### config.mk
export PLATFORM = sky130hd
export DESIGN_NAME = toggle_event_rx_flat
export DESIGN_NICKNAME = d
export VERILOG_FILES = /design/src/rtl/toggle_event_rx_if.sv /design/src/rtl/toggle_event_rx.sv /design/src/flat_wrapper.sv
export SDC_FILE = /design/constraint.sdc
export NUM_CORES = 1
export LEC_CHECK = 0
export BUFFER_PORTS_ARGS = -buffer_cell sky130_fd_sc_hd__buf_2
export CAP_MARGIN = 20
export CORE_MARGIN = 5
export CORE_UTILIZATION = 30
export DETAILED_ROUTE_END_ITERATION = 10
export PLACE_DENSITY = 0.45
export REMOVE_ABC_BUFFERS = 1
export SLEW_MARGIN = 20
export SYNTH_ARGS = -nofsm -noshare
export SYNTH_HDL_FRONTEND = slang
export SYNTH_SLANG_ARGS = --single-unit
### constraint.sdc
create_clock -name clk -period 2.7 [get_ports clk]
set_input_delay 0.405 -clock clk [delete_from_list [all_inputs] [get_ports clk]]
set_output_delay 0.405 -clock clk [all_outputs]
set_load 0.05 [all_outputs]
### src/rtl/toggle_event_rx_if.sv
// Signal bundle for toggle_event_rx: toggle input, event status and the timestamp stream.
// The slave modport is the receiver side; master is the side that drives stimulus.
interface toggle_event_rx_if #(
  parameter int unsigned TS_W = 8
);
  logic            tog_in;
  logic            out_ready;
  logic            clr_ovf;
  logic            q;
  logic            qbar;
  logic            evt_pulse;
  logic            out_valid;
  logic [TS_W-1:0] out_data;
  logic            ovf;
  logic [7:0]      drop_cnt;

  modport master (
    output tog_in, out_ready, clr_ovf,
    input  q, qbar, evt_pulse, out_valid, out_data, ovf, drop_cnt
  );

  modport slave (
    input  tog_in, out_ready, clr_ovf,
    output q, qbar, evt_pulse, out_valid, out_data, ovf, drop_cnt
  );
endinterface

### src/rtl/toggle_event_rx.sv
// Receives a remote T-flop toggle line, turns every level change into an event pulse and
// queues the free-running timestamp of each event in a first-word-fall-through FIFO.
module toggle_event_rx #(
  parameter int unsigned TS_W  = 8,
  parameter int unsigned DEPTH = 4
) (
  input logic              clk,
  input logic              reset_n,
  toggle_event_rx_if.slave bus
);

  localparam int unsigned PtrW = (DEPTH > 1) ? $clog2(DEPTH) : 1;
  localparam int unsigned CntW = PtrW + 1;
  localparam logic [CntW-1:0] FullCnt = CntW'(DEPTH);

  logic            s1_q, s2_q, q_q, evt_q;
  logic [TS_W-1:0] ts_q;
  logic [TS_W-1:0] mem_q [DEPTH];
  logic [PtrW-1:0] wr_ptr_q, wr_ptr_d;
  logic [PtrW-1:0] rd_ptr_q, rd_ptr_d;
  logic [CntW-1:0] cnt_q, cnt_d;
  logic            ovf_q, ovf_d;
  logic [7:0]      drop_q, drop_d;
  logic            empty, full, push, pop, drop, wr_en;

  // Synchroniser, edge history and timestamp counter.
  always_ff @(posedge clk or negedge reset_n) begin
    if (!reset_n) begin
      s1_q  <= 1'b0;
      s2_q  <= 1'b0;
      q_q   <= 1'b0;
      evt_q <= 1'b0;
      ts_q  <= '0;
    end else begin
      s1_q  <= bus.tog_in;
      s2_q  <= s1_q;
      q_q   <= s2_q;
      evt_q <= s2_q ^ q_q;
      ts_q  <= ts_q + 1'b1;
    end
  end

  always_comb begin
    empty = (cnt_q == '0);
    full  = (cnt_q == FullCnt);
    push  = evt_q;
    pop   = !empty && bus.out_ready;
    // A pop on the same edge frees the slot, so only a push into a full, non-popping FIFO drops.
    drop  = push && full && !pop;
    wr_en = push && !drop;

    wr_ptr_d = wr_ptr_q;
    rd_ptr_d = rd_ptr_q;
    cnt_d    = cnt_q;
    ovf_d    = ovf_q;
    drop_d   = drop_q;

    if (wr_en) begin
      wr_ptr_d = wr_ptr_q + 1'b1;
    end
    if (pop) begin
      rd_ptr_d = rd_ptr_q + 1'b1;
    end
    if (wr_en && !pop) begin
      cnt_d = cnt_q + 1'b1;
    end else if (pop && !wr_en) begin
      cnt_d = cnt_q - 1'b1;
    end

    // A drop outranks a coincident clear: the new loss is still reported.
    if (drop) begin
      ovf_d = 1'b1;
      if (bus.clr_ovf) begin
        drop_d = 8'd1;
      end else if (drop_q != 8'hff) begin
        drop_d = drop_q + 1'b1;
      end
    end else if (bus.clr_ovf) begin
      ovf_d  = 1'b0;
      drop_d = 8'd0;
    end
  end

  always_ff @(posedge clk or negedge reset_n) begin
    if (!reset_n) begin
      wr_ptr_q <= '0;
      rd_ptr_q <= '0;
      cnt_q    <= '0;
      ovf_q    <= 1'b0;
      drop_q   <= 8'd0;
    end else begin
      wr_ptr_q <= wr_ptr_d;
      rd_ptr_q <= rd_ptr_d;
      cnt_q    <= cnt_d;
      ovf_q    <= ovf_d;
      drop_q   <= drop_d;
    end
  end

  // Storage needs no reset: out_data is masked while the FIFO is empty.
  always_ff @(posedge clk) begin
    if (wr_en) begin
      mem_q[wr_ptr_q] <= ts_q;
    end
  end

  assign bus.q         = q_q;
  assign bus.qbar      = ~q_q;
  assign bus.evt_pulse = evt_q;
  assign bus.out_valid = !empty;
  assign bus.out_data  = empty ? '0 : mem_q[rd_ptr_q];
  assign bus.ovf       = ovf_q;
  assign bus.drop_cnt  = drop_q;

endmodule

### src/flat_wrapper.sv
// flat-port wrapper written by rule: the top's interface ports become plain ports
module toggle_event_rx_flat 
#(
  parameter int unsigned TS_W  = 8,
  parameter int unsigned DEPTH = 4
)
  (clk, reset_n, bus_tog_in, bus_out_ready, bus_clr_ovf, bus_q, bus_qbar, bus_evt_pulse, bus_out_valid, bus_out_data, bus_ovf, bus_drop_cnt);
  toggle_event_rx_if #(.TS_W(TS_W)) bus_i ();
  input logic clk;
  input logic reset_n;
  input wire logic [$bits(bus_i.tog_in)-1:0] bus_tog_in;
  input wire logic [$bits(bus_i.out_ready)-1:0] bus_out_ready;
  input wire logic [$bits(bus_i.clr_ovf)-1:0] bus_clr_ovf;
  output wire logic [$bits(bus_i.q)-1:0] bus_q;
  output wire logic [$bits(bus_i.qbar)-1:0] bus_qbar;
  output wire logic [$bits(bus_i.evt_pulse)-1:0] bus_evt_pulse;
  output wire logic [$bits(bus_i.out_valid)-1:0] bus_out_valid;
  output wire logic [$bits(bus_i.out_data)-1:0] bus_out_data;
  output wire logic [$bits(bus_i.ovf)-1:0] bus_ovf;
  output wire logic [$bits(bus_i.drop_cnt)-1:0] bus_drop_cnt;
  assign bus_i.tog_in = bus_tog_in;
  assign bus_i.out_ready = bus_out_ready;
  assign bus_i.clr_ovf = bus_clr_ovf;
  assign bus_q = bus_i.q;
  assign bus_qbar = bus_i.qbar;
  assign bus_evt_pulse = bus_i.evt_pulse;
  assign bus_out_valid = bus_i.out_valid;
  assign bus_out_data = bus_i.out_data;
  assign bus_ovf = bus_i.ovf;
  assign bus_drop_cnt = bus_i.drop_cnt;
  toggle_event_rx #(.TS_W(TS_W), .DEPTH(DEPTH)) u_core (.clk(clk), .reset_n(reset_n), .bus(bus_i));
endmodule
==> impl_metrics.toml <==
[synth]
syn_area_per_cell_um2 = 15.2
synth.yosys.seq_area_share_pct = 65.6
synth_compound_area_share_pct = 3.41
synthSimpleGateAreaFrac_pct = 11.7
syn_inst = 166
synth_top_family_by_area = "simple AND/OR/NAND/NOR gates"
yosysTopAreaCell = "edfxtp_1"
synth_top_cell_area_share_pct = 38.0
synthTopCellsByArea = "edfxtp_1, dfrtp_1, mux4_2"
yosys-mux-area-fraction_pct = 8.35
synth-seq-cells = 60
ys_warn_count = 0
synth_fa_ha_area_share_pct = 4.25
synth_area_um2 = 2530
yosysUniqueCellTypes = 38
synth-xor-area-share_pct = 4.50

[min_path]
hp-class = "input pin to asynchronous set/reset pin"

[sta]
timing.final.crit_share_pct = 89.7
fmax_mhz = 413
slew-limit-headroom_pct = 57.3
skew_ns = 0.0111
final-setup-viol-count = 0
finalMaxSlewViolations = 0
worst_pin_slew_ns = 0.640
setup_ws_ns = 0.279
tns_ns = 0
period_needed_ns = 2.42
finalHoldViolCount = 0
rsz0062_at_grt = "no"

[final_layout]
drive_above_1_share_pct = 25.6
nNetsFinal = 211
post-route-util_pct = 36.3
syn2layout_area_growth_pct = 17.7
num_antenna_cells = 0
final_cells = 308

[setup_path]
r2r-end = "u_core.cnt_q[2]"
arrival_ns = 2.02
worstSetupEndpointType = "output pin"
path_cells = "buf_4 -> mux4_2 -> and2_1 -> buf_2"
reg2reg_depth = 8
critPathCapture = "bus_out_data[2]"
r2r_setup_slack_ns = 0.42
startpoint = "u_core.rd_ptr_q[0]"
r2r-start = "u_core.cnt_q[1]"
critPathRequiredTime_ns = 2.30
crit_slowest_cell = "dfrtp_1"
worst-setup-path-type = "flop to output pin"
start_kind = "flop"
max_stage_delay_ns = 0.55
critical_path.max_fanout = 6

[clocking]
clock_path_buffers = 2
cts_tree = "yes"
clk_latency_ns = 0.34
cts.sinks = 60
ctsHoldBuffers = 0
cts_setup_buffers = 0
htreeDepth = 3
cts_resized = 0
cts-buffers-inserted = 9
cts.reportedPaths.clkPinSlew_ns = 0.07
cts_root_buffer = "clkbuf_8"

[floorplanning]
ios = 26
num_rows = 33
die_area_um2 = 10400
die_w_um = 102
start_util_pct = 30.8
core_um2 = 8220
die_h_um = 102

[global_route]
grt_pass1_vias = 1548
grt_max_degree = 29
grtUsageTotal_pct = 10.9
grt_overflow = 0
antenna_found_initial = 0
grt_first_pass_wirelength_um = 8170

[detailed_routing]
wl_per_cell_um = 15.8
antenna_left = 0
first_iter_violations = 74
drt_wl_total_um = 4870
vias = 1449
viasPerCell = 4.70
dr.pass1.iters = 5
drc = 0

[pwr]
power.leakage_nw = 1.18
fin_total_pwr_mw = 3.20
power.density_nw_per_um2 = 1070
ir_worst_vdd_uv = 289

[placed_design]
dp.cells = 292
hpwl_um = 3320
dp_slack_ns = 0.405
gp_congestion = 0.754
io_buffers = 25

[run_status]
status = "complete, no violations"

[flow_run]
drv_cap = 0
==> registers in the layout, indices dropped and copies added (netlist names) <==
name and count:
u_core.mem_q 32, u_core.bus.drop_cnt 8, u_core.ts_q 8, u_core.cnt_q 3
u_core.rd_ptr_q 2, u_core.wr_ptr_q 2, u_core.bus.evt_pulse 1, u_core.bus.ovf 1
u_core.bus.q 1, u_core.s1_q 1, u_core.s2_q 1
==> through the flow <==
step           cell area [um2]  hold WS, ns
3_5_place_dp              2770        0.340
4_1_cts                   2980        0.105
6_report                  2980       0.0846
3_3_place_gp              2770        0.334
5_1_grt                   2980        0.137
2_1_floorplan             2510        0.109
==> synthesized netlist by cell type, drive strengths merged <==
cell and number:
a211oi 1, and4 1, o311ai 1, mux2i 2, a311oi 1, inv 9, clkbuf 2, nor4 1
nor2 7, nand3 7, mux2 1, nand2 4, buf 3, and4b 1, a21oi 2, xor2 5
fa 1, a31oi 1, or3 2, o211ai 1, nand4 3, dfrtp 28, or4 1, ha 7
o31ai 1, nor4b 1, and3 6, nand3b 1, edfxtp 32, or4b 1, and2 8, mux4 8
xnor2 8, nor3 3, o21ai 5
==> final cells by class <==
class / count / area (um2)
repair buffers: 26 / 133
clock buffers: 10 / 128
well taps: 105 / 131
clock inverters: 6 / 78.8
fillers: 801 / 5240
flip-flops and latches: 60 / 1660
inverters: 9 / 33.8
multi-input cells: 92 / 815
==> layer usage <==
metal / wire (um) / track usage, %
met1: 2200 / 13.5
met2: 2370 / 16.4
met3: 183 / 3.55
met4: 114 / 6.76
met5: 0 / 0
==> critical path, delay by kind of cell (launching register included) <==
family,cells,cell delay (ns)
buf+inv,2,0.45
simple gates,1,0.17
mux,1,0.51
flops,1,0.55
==> where the power goes <==
| group | switching (mW) | total (mW) | internal (mW) |
|---|---|---|---|
| Clock | 0.346 | 0.857 | 0.511 |
| Sequential | 0.138 | 1.28 | 1.14 |
| Combinational | 0.697 | 1.07 | 0.373 |
| Total | 1.18 | 3.20 | 2.02 |
==> logic make-up after synthesis <==
kind of cell | Yosys count
flip-flops | 60
AND/OR/NAND/NOR | 47
buffers and inverters | 14
AO/OA/AOI/OAI | 13
XOR/XNOR | 13
multiplexers | 11
adder cells (fa/ha/maj) | 8
==> cell usage in the layout, fill, tap and decap left out, drive strengths merged, types with 2 or more instances in the layout <==
cell	instances
inv	9
ha	7
mux2i	2
xor2	5
o21ai	5
nand3	7
nor2	7
buf	26
or3	2
edfxtp	32
and3	6
clkinv	3
nor3	3
and2	8
dfrtp	28
a21oi	2
bufinv	2
clkbuf	10
nand4	3
mux4	8
xnor2	8
nand2	4
==> worst min-delay path by stage <==
stage | start | endpoint | slack [ns] | cells after the start
3_5_place_dp | u_core.s1_q | u_core.s2_q | 0.34 | 0
2_1_floorplan | reset_n | u_core.bus.drop_cnt[0] | 0.11 | 0
3_3_place_gp | u_core.s1_q | u_core.s2_q | 0.33 | 0
6_report | reset_n | u_core.bus.drop_cnt[0] | 0.08 | 1
5_1_grt | reset_n | u_core.bus.drop_cnt[6] | 0.14 | 1
4_1_cts | reset_n | u_core.bus.drop_cnt[4] | 0.11 | 1
(Power assumes the default switching activity.)
